### src/rtl/lsu_pkg.sv
// lsu_pkg: shared types and constants for the load/store memory master.
//   size_e         access size encoding (B/H/W/illegal)
//   access_ctrl_t  3-bit access control {zero_ext, size}
//   state_e        LSU sequencing states
//   BYTE_UNSIGNED_CTRL  control used for every byte beat of a split access
package lsu_pkg;

  typedef enum logic [1:0] {SZ_B = 2'b00, SZ_H = 2'b01, SZ_W = 2'b10, SZ_BAD = 2'b11} size_e;

  typedef struct packed {
    logic  zero_ext;
    size_e size;
  } access_ctrl_t;

  typedef enum logic [1:0] {ST_IDLE, ST_ACCESS, ST_SPLIT, ST_RESP} state_e;

  localparam logic [2:0] BYTE_UNSIGNED_CTRL = 3'b100;

  // Bytes are always aligned; halfwords need addr[0]=0, words addr[1:0]=00.
  function automatic logic is_aligned(input size_e sz, input logic [1:0] a);
    case (sz)
      SZ_H:    return (a[0] == 1'b0);
      SZ_W:    return (a == 2'b00);
      default: return 1'b1;
    endcase
  endfunction

  // Index of the final byte beat of a split access.
  function automatic logic [1:0] last_idx(input size_e sz);
    return (sz == SZ_W) ? 2'd3 : 2'd1;
  endfunction

endpackage

### src/rtl/lsu_mem_master_if.sv
// lsu_mem_master_if: request/response handshake plus data-memory port.
//   master modport: the LSU (accepts requests, drives the memory port)
//   slave modport : the pipeline + memory side
//   Signals: req_valid_i/req_ready_o/req_write_i/req_addr_i/req_wdata_i/
//   req_access_ctrl_i, rsp_valid_o/rsp_rdata_o/rsp_err_o, mem_read_o/
//   mem_write_o/mem_addr_o/mem_wdata_o/mem_access_ctrl_o, mem_rdata_i.
interface lsu_mem_master_if #(
  parameter int ADDR_WIDTH = 32,
  parameter int DATA_WIDTH = 32
);
  logic                  req_valid_i;
  logic                  req_ready_o;
  logic                  req_write_i;
  logic [ADDR_WIDTH-1:0] req_addr_i;
  logic [DATA_WIDTH-1:0] req_wdata_i;
  logic [2:0]            req_access_ctrl_i;
  logic                  rsp_valid_o;
  logic [DATA_WIDTH-1:0] rsp_rdata_o;
  logic                  rsp_err_o;
  logic                  mem_read_o;
  logic                  mem_write_o;
  logic [ADDR_WIDTH-1:0] mem_addr_o;
  logic [DATA_WIDTH-1:0] mem_wdata_o;
  logic [2:0]            mem_access_ctrl_o;
  logic [DATA_WIDTH-1:0] mem_rdata_i;

  modport master (
    input  req_valid_i, req_write_i, req_addr_i, req_wdata_i, req_access_ctrl_i, mem_rdata_i,
    output req_ready_o, rsp_valid_o, rsp_rdata_o, rsp_err_o,
           mem_read_o, mem_write_o, mem_addr_o, mem_wdata_o, mem_access_ctrl_o
  );

  modport slave (
    output req_valid_i, req_write_i, req_addr_i, req_wdata_i, req_access_ctrl_i, mem_rdata_i,
    input  req_ready_o, rsp_valid_o, rsp_rdata_o, rsp_err_o,
           mem_read_o, mem_write_o, mem_addr_o, mem_wdata_o, mem_access_ctrl_o
  );
endinterface

### src/rtl/lsu_load_extend.sv
// lsu_load_extend: sign/zero extends assembled load bytes to 32 bits.
//   i_bytes    assembled bytes, LSB-aligned
//   i_size     access size
//   i_zero_ext 1 = zero extend, 0 = sign extend
//   o_data     extended result (0 for illegal size)
module lsu_load_extend
  import lsu_pkg::*;
(
  input  logic [31:0] i_bytes,
  input  size_e       i_size,
  input  logic        i_zero_ext,
  output logic [31:0] o_data
);
  always_comb begin
    o_data = '0;
    case (i_size)
      SZ_B: o_data = {{24{~i_zero_ext & i_bytes[7]}}, i_bytes[7:0]};
      SZ_H: o_data = {{16{~i_zero_ext & i_bytes[15]}}, i_bytes[15:0]};
      SZ_W: o_data = i_bytes;
      default: o_data = '0;
    endcase
  end
endmodule

### src/rtl/lsu_mem_master.sv
// lsu_mem_master: single-outstanding load/store initiator for data memory.
//   clk_i  rising-edge clock
//   rst_i  asynchronous active-high reset
//   bus    lsu_mem_master_if.master: request/response handshake + memory port
// Misaligned H/W accesses are broken into unsigned byte beats, so memory
// only sees aligned or byte traffic. Define LSU_MISALIGN_TRAP_EN to instead
// return an error for misaligned requests without touching memory.
module lsu_mem_master
  import lsu_pkg::*;
#(
  parameter int ADDR_WIDTH = 32,
  parameter int DATA_WIDTH = 32
) (
  input  logic              clk_i,
  input  logic              rst_i,
  lsu_mem_master_if.master  bus
);
  state_e                r_state, w_next;
  logic                  r_write;
  logic [ADDR_WIDTH-1:0] r_addr;
  logic [DATA_WIDTH-1:0] r_wdata;
  access_ctrl_t          r_ctrl;
  logic [DATA_WIDTH-1:0] r_rdata;
  logic                  r_err;
  access_ctrl_t          w_req_ctrl;
  logic                  w_req_bad;
  logic                  w_req_misaligned;

  assign w_req_ctrl       = access_ctrl_t'(bus.req_access_ctrl_i);
  assign w_req_bad        = (w_req_ctrl.size == SZ_BAD);
  assign w_req_misaligned = ~w_req_bad & ~is_aligned(w_req_ctrl.size, bus.req_addr_i[1:0]);

`ifndef LSU_MISALIGN_TRAP_EN
  logic [1:0]            r_idx;
  logic [DATA_WIDTH-1:0] r_asm;
  logic [DATA_WIDTH-1:0] w_asm_next;
  logic [DATA_WIDTH-1:0] w_ext;
  logic                  w_last;

  assign w_last     = (r_idx == last_idx(r_ctrl.size));
  // Assembly register is cleared on accept, so OR-ing in byte i is enough.
  assign w_asm_next = r_asm | (DATA_WIDTH'(bus.mem_rdata_i[7:0]) << {r_idx, 3'b000});

  lsu_load_extend u_ext (
    .i_bytes    (w_asm_next),
    .i_size     (r_ctrl.size),
    .i_zero_ext (r_ctrl.zero_ext),
    .o_data     (w_ext)
  );
`endif

  always_comb begin
    w_next                = r_state;
    bus.req_ready_o       = 1'b0;
    bus.rsp_valid_o       = 1'b0;
    bus.rsp_rdata_o       = '0;
    bus.rsp_err_o         = 1'b0;
    bus.mem_read_o        = 1'b0;
    bus.mem_write_o       = 1'b0;
    bus.mem_addr_o        = '0;
    bus.mem_wdata_o       = '0;
    bus.mem_access_ctrl_o = '0;
    case (r_state)
      ST_IDLE: begin
        bus.req_ready_o = 1'b1;
        if (bus.req_valid_i) begin
          if (w_req_bad)             w_next = ST_RESP;
`ifdef LSU_MISALIGN_TRAP_EN
          else if (w_req_misaligned) w_next = ST_RESP;
`else
          else if (w_req_misaligned) w_next = ST_SPLIT;
`endif
          else                       w_next = ST_ACCESS;
        end
      end
      ST_ACCESS: begin
        bus.mem_addr_o        = r_addr;
        bus.mem_access_ctrl_o = r_ctrl;
        bus.mem_write_o       = r_write;
        bus.mem_read_o        = ~r_write;
        if (r_write) bus.mem_wdata_o = r_wdata;
        w_next = ST_RESP;
      end
`ifndef LSU_MISALIGN_TRAP_EN
      ST_SPLIT: begin
        bus.mem_addr_o        = r_addr + ADDR_WIDTH'(r_idx);
        bus.mem_access_ctrl_o = BYTE_UNSIGNED_CTRL;
        bus.mem_write_o       = r_write;
        bus.mem_read_o        = ~r_write;
        if (r_write) bus.mem_wdata_o = DATA_WIDTH'(r_wdata[{r_idx, 3'b000} +: 8]);
        if (w_last) w_next = ST_RESP;
      end
`endif
      ST_RESP: begin
        bus.rsp_valid_o = 1'b1;
        bus.rsp_rdata_o = r_rdata;
        bus.rsp_err_o   = r_err;
        w_next          = ST_IDLE;
      end
      default: w_next = ST_IDLE;
    endcase
  end

  always_ff @(posedge clk_i or posedge rst_i) begin
    if (rst_i) begin
      r_state <= ST_IDLE;
      r_write <= 1'b0;
      r_addr  <= '0;
      r_wdata <= '0;
      r_ctrl  <= '0;
      r_rdata <= '0;
      r_err   <= 1'b0;
`ifndef LSU_MISALIGN_TRAP_EN
      r_idx   <= '0;
      r_asm   <= '0;
`endif
    end else begin
      r_state <= w_next;
      case (r_state)
        ST_IDLE: if (bus.req_valid_i) begin
          r_write <= bus.req_write_i;
          r_addr  <= bus.req_addr_i;
          r_wdata <= bus.req_wdata_i;
          r_ctrl  <= w_req_ctrl;
          r_rdata <= '0;
`ifdef LSU_MISALIGN_TRAP_EN
          r_err   <= w_req_bad | w_req_misaligned;
`else
          r_err   <= w_req_bad;
          r_idx   <= '0;
          r_asm   <= '0;
`endif
        end
        // Aligned loads: memory already returns extended data.
        ST_ACCESS: if (!r_write) r_rdata <= bus.mem_rdata_i;
`ifndef LSU_MISALIGN_TRAP_EN
        ST_SPLIT: begin
          r_asm <= w_asm_next;
          r_idx <= r_idx + 2'd1;
          if (w_last && !r_write) r_rdata <= w_ext;
        end
`endif
        default: ;
      endcase
    end
  end
endmodule

### src/flat_wrapper.sv
// flat-port wrapper written by rule: the top's interface ports become plain ports
module lsu_mem_master_flat import lsu_pkg::*;
#(
  parameter int ADDR_WIDTH = 32,
  parameter int DATA_WIDTH = 32
)
  (clk_i, rst_i, bus_req_valid_i, bus_req_write_i, bus_req_addr_i, bus_req_wdata_i, bus_req_access_ctrl_i, bus_mem_rdata_i, bus_req_ready_o, bus_rsp_valid_o, bus_rsp_rdata_o, bus_rsp_err_o, bus_mem_read_o, bus_mem_write_o, bus_mem_addr_o, bus_mem_wdata_o, bus_mem_access_ctrl_o);
  lsu_mem_master_if #(.ADDR_WIDTH(ADDR_WIDTH), .DATA_WIDTH(DATA_WIDTH)) bus_i ();
  input  logic clk_i;
  input  logic rst_i;
  input wire logic [$bits(bus_i.req_valid_i)-1:0] bus_req_valid_i;
  input wire logic [$bits(bus_i.req_write_i)-1:0] bus_req_write_i;
  input wire logic [$bits(bus_i.req_addr_i)-1:0] bus_req_addr_i;
  input wire logic [$bits(bus_i.req_wdata_i)-1:0] bus_req_wdata_i;
  input wire logic [$bits(bus_i.req_access_ctrl_i)-1:0] bus_req_access_ctrl_i;
  input wire logic [$bits(bus_i.mem_rdata_i)-1:0] bus_mem_rdata_i;
  output wire logic [$bits(bus_i.req_ready_o)-1:0] bus_req_ready_o;
  output wire logic [$bits(bus_i.rsp_valid_o)-1:0] bus_rsp_valid_o;
  output wire logic [$bits(bus_i.rsp_rdata_o)-1:0] bus_rsp_rdata_o;
  output wire logic [$bits(bus_i.rsp_err_o)-1:0] bus_rsp_err_o;
  output wire logic [$bits(bus_i.mem_read_o)-1:0] bus_mem_read_o;
  output wire logic [$bits(bus_i.mem_write_o)-1:0] bus_mem_write_o;
  output wire logic [$bits(bus_i.mem_addr_o)-1:0] bus_mem_addr_o;
  output wire logic [$bits(bus_i.mem_wdata_o)-1:0] bus_mem_wdata_o;
  output wire logic [$bits(bus_i.mem_access_ctrl_o)-1:0] bus_mem_access_ctrl_o;
  assign bus_i.req_valid_i = bus_req_valid_i;
  assign bus_i.req_write_i = bus_req_write_i;
  assign bus_i.req_addr_i = bus_req_addr_i;
  assign bus_i.req_wdata_i = bus_req_wdata_i;
  assign bus_i.req_access_ctrl_i = bus_req_access_ctrl_i;
  assign bus_i.mem_rdata_i = bus_mem_rdata_i;
  assign bus_req_ready_o = bus_i.req_ready_o;
  assign bus_rsp_valid_o = bus_i.rsp_valid_o;
  assign bus_rsp_rdata_o = bus_i.rsp_rdata_o;
  assign bus_rsp_err_o = bus_i.rsp_err_o;
  assign bus_mem_read_o = bus_i.mem_read_o;
  assign bus_mem_write_o = bus_i.mem_write_o;
  assign bus_mem_addr_o = bus_i.mem_addr_o;
  assign bus_mem_wdata_o = bus_i.mem_wdata_o;
  assign bus_mem_access_ctrl_o = bus_i.mem_access_ctrl_o;
  lsu_mem_master #(.ADDR_WIDTH(ADDR_WIDTH), .DATA_WIDTH(DATA_WIDTH)) u_core (.clk_i(clk_i), .rst_i(rst_i), .bus(bus_i));
endmodule
### config.mk
export PLATFORM = sky130hd
export DESIGN_NAME = lsu_mem_master_flat
export DESIGN_NICKNAME = d
export VERILOG_FILES = /design/src/rtl/lsu_pkg.sv /design/src/rtl/lsu_mem_master_if.sv /design/src/rtl/lsu_load_extend.sv /design/src/rtl/lsu_mem_master.sv /design/src/flat_wrapper.sv
export SDC_FILE = /design/constraint.sdc
export NUM_CORES = 1
export LEC_CHECK = 0
export ABC_CLOCK_PERIOD_IN_PS = 8500
export BUFFER_PORTS_ARGS = -buffer_cell sky130_fd_sc_hd__buf_2
export CORE_MARGIN = 2
export CORE_UTILIZATION = 57
export CTS_CLUSTER_SIZE = 28
export DETAILED_ROUTE_END_ITERATION = 7
export HOLD_SLACK_MARGIN = 0.08
export PLACE_DENSITY = 0.86
export RECOVER_POWER = 25
export SLEW_MARGIN = 15
export SYNTH_ARGS = -nofsm -noshare
export SYNTH_HDL_FRONTEND = slang
export SYNTH_SLANG_ARGS = --single-unit
### constraint.sdc
create_clock -name clk_i -period 8.5 [get_ports clk_i]
set_clock_uncertainty 0.2 [all_clocks]
set_input_delay 0.85 -clock clk_i [delete_from_list [all_inputs] [get_ports clk_i]]
set_output_delay 0.85 -clock clk_i [all_outputs]
set_load 0.005 [all_outputs]
==> qor.txt, run 1 <==
syn nets = 893
TNS Setup = 0 ns
PD cells = 395 nW/um^2
FF+latch count, synth = 137
launching element of the worst setup path = u_core.r_idx[1]
clk slew on worst S/H paths = 0.06 ns
Core ar. = 13200 um^2
initial detailed-routing violation count = 705
GR Overflow Total = 0
CP Cell Sequence = fa_1, nand4_2, nor4_2, nand4_1, or3_1, o21ai_0, buf_2
Crit Path Category = flip-flop to output port
# nets final = 1056
first-pass GRT wire length = 34500 um
Num CTS Buffers = 17
DR WL/cell = 19.0 um
DRC violations left = 0
Die Height = 120 um
Clk Latency, worst-skew pair = 0.41 ns
RSZ-0062 raised after global routing = no
Area Overhead vs Synth = 21.3%
CP max FO = 19
Primary FF master, synth = dfrtp_1
vias in the first global route = 6722
# clock sinks = 137
Max-slew headroom = -100%
Yosys cell types = 62
CP Data Required Time = 7.45 ns
Clock Tree Buf Depth = 2
Final Setup Violations = 0
Total GRT Usage = 30.2%
die width = 120 um
critical path capture point type = output port
IO buf count = 206
Mean Syn Cell Area = 9.92 um^2
RD Place Congestion = 0.886
Starting Density = 58.4%
static leakage = 0.00456 uW
drt pass-1 iters = 6
CTS tree = done
DIE AREA = 14500 um^2
setup bufs post-CTS = 0
initial antenna violation count = 1
failing checks = capacitance limit, slew limit
# H-tree levels = 4
Seq/Total Area, Yosys = 44.3%
Hold Crit Class = flip-flop to flip-flop
Total Wirelength = 21500 um
final instance area = 9380 um^2
Period minus WS final = 4.45 ns
R2R Path Start = u_core.r_state[0]
largest net degree at the start of global routing = 75
critical path's top delay family = simple AND/OR/NAND/NOR gates
vias post-DR = 7023
Pins Over Slew Limit = 140
min-delay src = u_core.r_rdata[14]
WP buf/inv = 1
critical path's slowest cell = dfrtp_1
I/O pin count = 207
instance count of the mapped netlist = 779
Vias/cell = 6.21
post-CTS sizing = 0
EDFF count, synth = 0
HPWL after detailed placement = 14400 um
DRT antenna net count = 0
placement row count = 42
Achievable Freq = 225 MHz
CP peak stage delay = 0.91 ns
outcome = complete, but fails checks
Max-Cap Viols = 2
setup slack, reg-to-reg = 4.09 ns
placed cell areas = 8760 um^2
clk root buf = clkbuf_16
Tcrit/Tclk final = 52.3%
Critical Path AT = 3.40 ns
actual slew at the worst max-slew pin = 3.00 ns
Synth async-reset ratio = 100%
Syn. warnings = 0
share of cells above drive strength 1 = 35.8%
Setup crit start kind = flip-flop
Post-Syn Area = 7730 um^2
CTS hold repair buffers = 0
Hold Fails Final Rpt = 0
Peak supply drop = 0.216 mV
-- layout make-up --
type / count / area (um^2)
multi-input combinational: 563 / 3990
fill: 1007 / 3860
sequential: 137 / 3430
timing repair buffer: 211 / 1070
clock buffer: 17 / 425
tap: 176 / 220
clock inverter: 14 / 200
inverter: 12 / 46.3
antenna: 1 / 2.50
-- worst register-to-register path: cells and delay by family (launching register included) --
kind	cells	cell delay (ns)
AOI/OAI and AO/OA	1	1.39
DFF	1	0.40
and+or+nand+nor	2	1.70
buffers and inverters	2	0.38
adders and majority gates	1	0.23
-- synth_stat cells, types with 10 or more instances --
cell type,instances,area (um^2)
dfrtp_1,137,3430
mux2_2,68,766
nand2_1,66,248
a21oi_1,59,295
clkbuf_1,41,154
nor2_1,41,154
and3_1,38,238
and2_1,36,225
a22o_1,31,272
o21ai_0,28,140
nand3_1,24,120
o211ai_1,19,143
a22oi_1,18,135
nand4_1,13,81.3
inv_1,12,45.0
a211oi_1,11,82.6
buf_2,10,50.1
ha_1,10,125
o21ai_2,10,87.6
-- stage by stage --
stage               utilization (%)  hold slack, ns  setup slack (ns)  std cells  power, uW
finish                         70.8           0.272              4.05       1131       3710
CTS                            70.9           0.278              4.12       1130       3680
global placement               66.0           0.253              4.66       1098       2820
detailed placement             66.1           0.265              4.59       1099       2880
global route                   70.8           0.307              3.65       1130       3950
floorplan                         -           0.242              3.78        779       2390
-- final timing paths --
check | endpoint | cells after the start
worst max-delay path | bus_mem_addr_o[30] | 7
worst min-delay path | u_core.r_rdata[14] | 2
worst max register to register | u_core.r_asm[29] | 6
worst min register to register | u_core.r_rdata[14] | 2
max in group asynchronous | u_core.r_addr[13] | 3
min in group asynchronous | u_core.r_rdata[19] | 2
-- cell usage in the layout, fill, tap and decap left out, types with 17 or more instances in the layout --
| cell type | netlist | final |
|---|---|---|
| a21oi_1 | 59 | 59 |
| nand2_1 | 66 | 66 |
| dfrtp_1 | 137 | 137 |
| buf_2 | 10 | 206 |
| a22o_1 | 31 | 31 |
| mux2_2 | 68 | 68 |
| and2_1 | 36 | 36 |
| and3_1 | 38 | 38 |
| o211ai_1 | 19 | 19 |
| clkbuf_16 | 0 | 17 |
| o21ai_0 | 28 | 28 |
| nor2_1 | 41 | 40 |
| nand3_1 | 24 | 24 |
| a22oi_1 | 18 | 18 |
-- flip-flops by register name, summed over array words and instances, names as in the netlist, 2 cells and up --
signal	flops
u_core.r_ctrl	3
u_core.r_idx	2
u_core.r_addr	32
u_core.r_asm	32
u_core.r_state	2
u_core.r_wdata	32
u_core.r_rdata	32
-- metal layers --
layer | wire (um) | vias up | track usage [%]
li1 | - | 3200 | -
met1 | 8430 | 3386 | 39.3
met2 | 10300 | 369 | 47.1
met3 | 2010 | 68 | 7.78
met4 | 769 | 0 | 14.6
met5 | 0 | - | 0
-- where the power goes --
part / total, uW / internal (uW) / leakage [uW] / switching [uW]
Combinational: 1660 / 741 / 0.00254 / 914
Sequential: 1270 / 952 / 0.00173 / 322
Clock: 777 / 491 / 0.000296 / 286
-- cells by family (layout without fill, tap and decap cells) --
kind of cell	Yosys count	in the layout	synth area share, %
and+or+nand+nor	261	261	18.1
buffers and inverters	79	254	4.26
xor gates and xnor gates	3	3	0.340
other	0	1	0
AOI/OAI and AO/OA	211	211	18.7
DFF	137	137	44.3
adders and majority gates	11	11	1.88
muxes	77	77	12.4
(Power assumes the default switching activity.)
==> inputs of run 2 (changes only) <==
--- a/config.mk
+++ b/config.mk
@@ -5,14 +5,14 @@
 export SDC_FILE = /design/constraint.sdc
 export NUM_CORES = 1
 export LEC_CHECK = 0
-export ABC_CLOCK_PERIOD_IN_PS = 8500
+export ABC_CLOCK_PERIOD_IN_PS = 3900
 export BUFFER_PORTS_ARGS = -buffer_cell sky130_fd_sc_hd__buf_2
 export CORE_MARGIN = 2
-export CORE_UTILIZATION = 57
+export CORE_UTILIZATION = 48
 export CTS_CLUSTER_SIZE = 28
 export DETAILED_ROUTE_END_ITERATION = 7
 export HOLD_SLACK_MARGIN = 0.08
-export PLACE_DENSITY = 0.86
+export PLACE_DENSITY = 0.77
 export RECOVER_POWER = 25
 export SLEW_MARGIN = 15
 export SYNTH_ARGS = -nofsm -noshare
==> constraint.sdc (replaced) <==
create_clock -name clk_i -period 3.9 [get_ports clk_i]
set_clock_uncertainty 0.2 [all_clocks]
set_input_delay 0.39 -clock clk_i [delete_from_list [all_inputs] [get_ports clk_i]]
set_output_delay 0.39 -clock clk_i [all_outputs]
set_load 0.005 [all_outputs]
==> qor.txt, run 2 (synthesized netlist as in run 1, its figures left out) <==
outcome = complete, but fails checks
failing checks = capacitance limit, slew limit
post-CTS sizing = 0
actual slew at the worst max-slew pin = 1.90 ns
CP Data Required Time = 3.31 ns
# H-tree levels = 4
Sequential Power Share = 33.2%
vias post-DR = 7448
R2R Path Start = u_core.r_state[0]
sw power = 3470 uW
placed cell areas = 8860 um^2
DRT antenna net count = 0
Critical Path AT = 2.86 ns
Starting Density = 48.8%
static leakage = 0.00494 uW
die width = 131 um
drt pass-1 iters = 5
# nets final = 1138
CP peak stage delay = 0.59 ns
launching element of the worst setup path = u_core.r_idx[0]
Pins Over Slew Limit = 138
Period minus WS final = 3.45 ns
PD cells = 810 nW/um^2
CTS tree = done
GR Util met2 = 48.2%
Vias/cell = 5.94
initial detailed-routing violation count = 806
Peak supply drop = 0.484 mV
# clock sinks = 137
switching share of total power = 41.7%
RSZ-0062 raised after global routing = no
Final Setup Violations = 0
initial antenna violation count = 0
largest net degree at the start of global routing = 138
share of cells above drive strength 1 = 33.6%
first-pass GRT wire length = 37900 um
Max-slew headroom = -26.8%
Num CTS Buffers = 17
placement row count = 46
setup slack, reg-to-reg = 1.05 ns
HPWL after detailed placement = 14900 um
Core ar. = 15800 um^2
Tcrit/Tclk final = 88.5%
clk slew on worst S/H paths = 0.06 ns
Crit Path Category = flip-flop to output port
Pint = 4850 uW
Achievable Freq = 290 MHz
RD Place Congestion = 0.915
critical path capture point type = output port
Clk Latency, worst-skew pair = 0.43 ns
final instance area = 10300 um^2
Area Overhead vs Synth = 32.8%
Clk network pwr share = 21.7%
Die Height = 131 um
fin cells = 1254
met3 Resource Use GR = 6.23%
Max-Cap Viols = 1
total design power = 8320 uW
Hold Fails Final Rpt = 0
critical path's slowest cell = nor4_2
M1 GR Usage = 36.4%
leading cell type in the layout, fill and taps excluded = buf_2
Total GRT Usage = 28.7%
DRC violations left = 0
TNS Setup = 0 ns
commonest cells after routing, fill and taps aside = buf_2, dfrtp_1, dlygate4sd3_1
GR Overflow Total = 0
CP max FO = 6
clk root buf = clkbuf_16
Total Wirelength = 24200 um
IO buf count = 206
Setup crit start kind = flip-flop
CP Cell Sequence = ha_1, fa_1, nand4_2, nor4_2, nand4_1, or3_1, o21ai_0, buf_2
DIE AREA = 17100 um^2
DR WL/cell = 19.3 um
fin util = 64.9%
Cells after DPL = 1145
Comb pwr share = 45.1%
vias in the first global route = 7272
I/O pin count = 207
Hold Crit Class = input pin to flip-flop
Clock Tree Buf Depth = 2
min-delay src = bus_mem_rdata_i[25]
GRT Max-Usage Layer = met2
==> run 2: per-layer routing <==
layer,vias up,wire [um]
met5,-,0
met4,0,643
met3,69,1670
met2,389,12300
met1,3636,9560
li1,3354,-
==> run 2: metrics by stage <==
stage	setup WS (ns)	hold WS [ns]
2_1_floorplan	1.36	0.242
3_3_place_gp	1.01	0.255
3_5_place_dp	0.951	0.261
4_1_cts	0.496	0.103
5_1_grt	0.263	0.115
6_report	0.448	0.107
==> run 2: critical path, delay by kind of cell (launching register included) <==
kind	cells	cell delay, ns
flip-flops	1	0.36
AND/OR/NAND/NOR	4	1.32
AO/OA/AOI/OAI	1	0.07
buffers and inverters	1	0.13
adder cells (fa/ha/maj)	2	0.54
==> run 2: layout make-up <==
cell class / count / area (um^2)
clock inverters: 15 / 233
flip-flops and latches: 137 / 3430
repair buffers: 293 / 1870
inverters: 12 / 48.8
clock buffers: 17 / 425
diodes: 1 / 2.50
well taps: 216 / 270
multi-input cells: 563 / 3990
fillers: 1241 / 5560
==> run 2: final timing paths <==
check / end / cells past startpoint
setup / recovery: bus_mem_addr_o[30] / 8
hold / removal: u_core.r_rdata[25] / 4
setup reg to reg: u_core.r_rdata[11] / 8
hold reg to reg: u_core.r_rdata[7] / 2
max in group asynchronous: u_core.r_addr[2] / 4
min in group asynchronous: u_core.r_wdata[3] / 4
==> run 2: power by group through the flow <==
stage / clock [uW] / combinational (uW) / sequential [uW]
final: 1800 / 3750 / 2760
after CTS: 1810 / 3720 / 2710
after floorplan: 0 / 2750 / 2450
after global placement: 0 / 3570 / 2700
after global routing: 1870 / 4140 / 2830
after detailed placement: 0 / 3650 / 2730
==> run 2: timing repair <==
action                     in CTS  in global routing
hold buffers                   76                  0
setup endpoints to repair       0                  0
setup buffers                   0                  0
hold endpoints to repair      212                  0
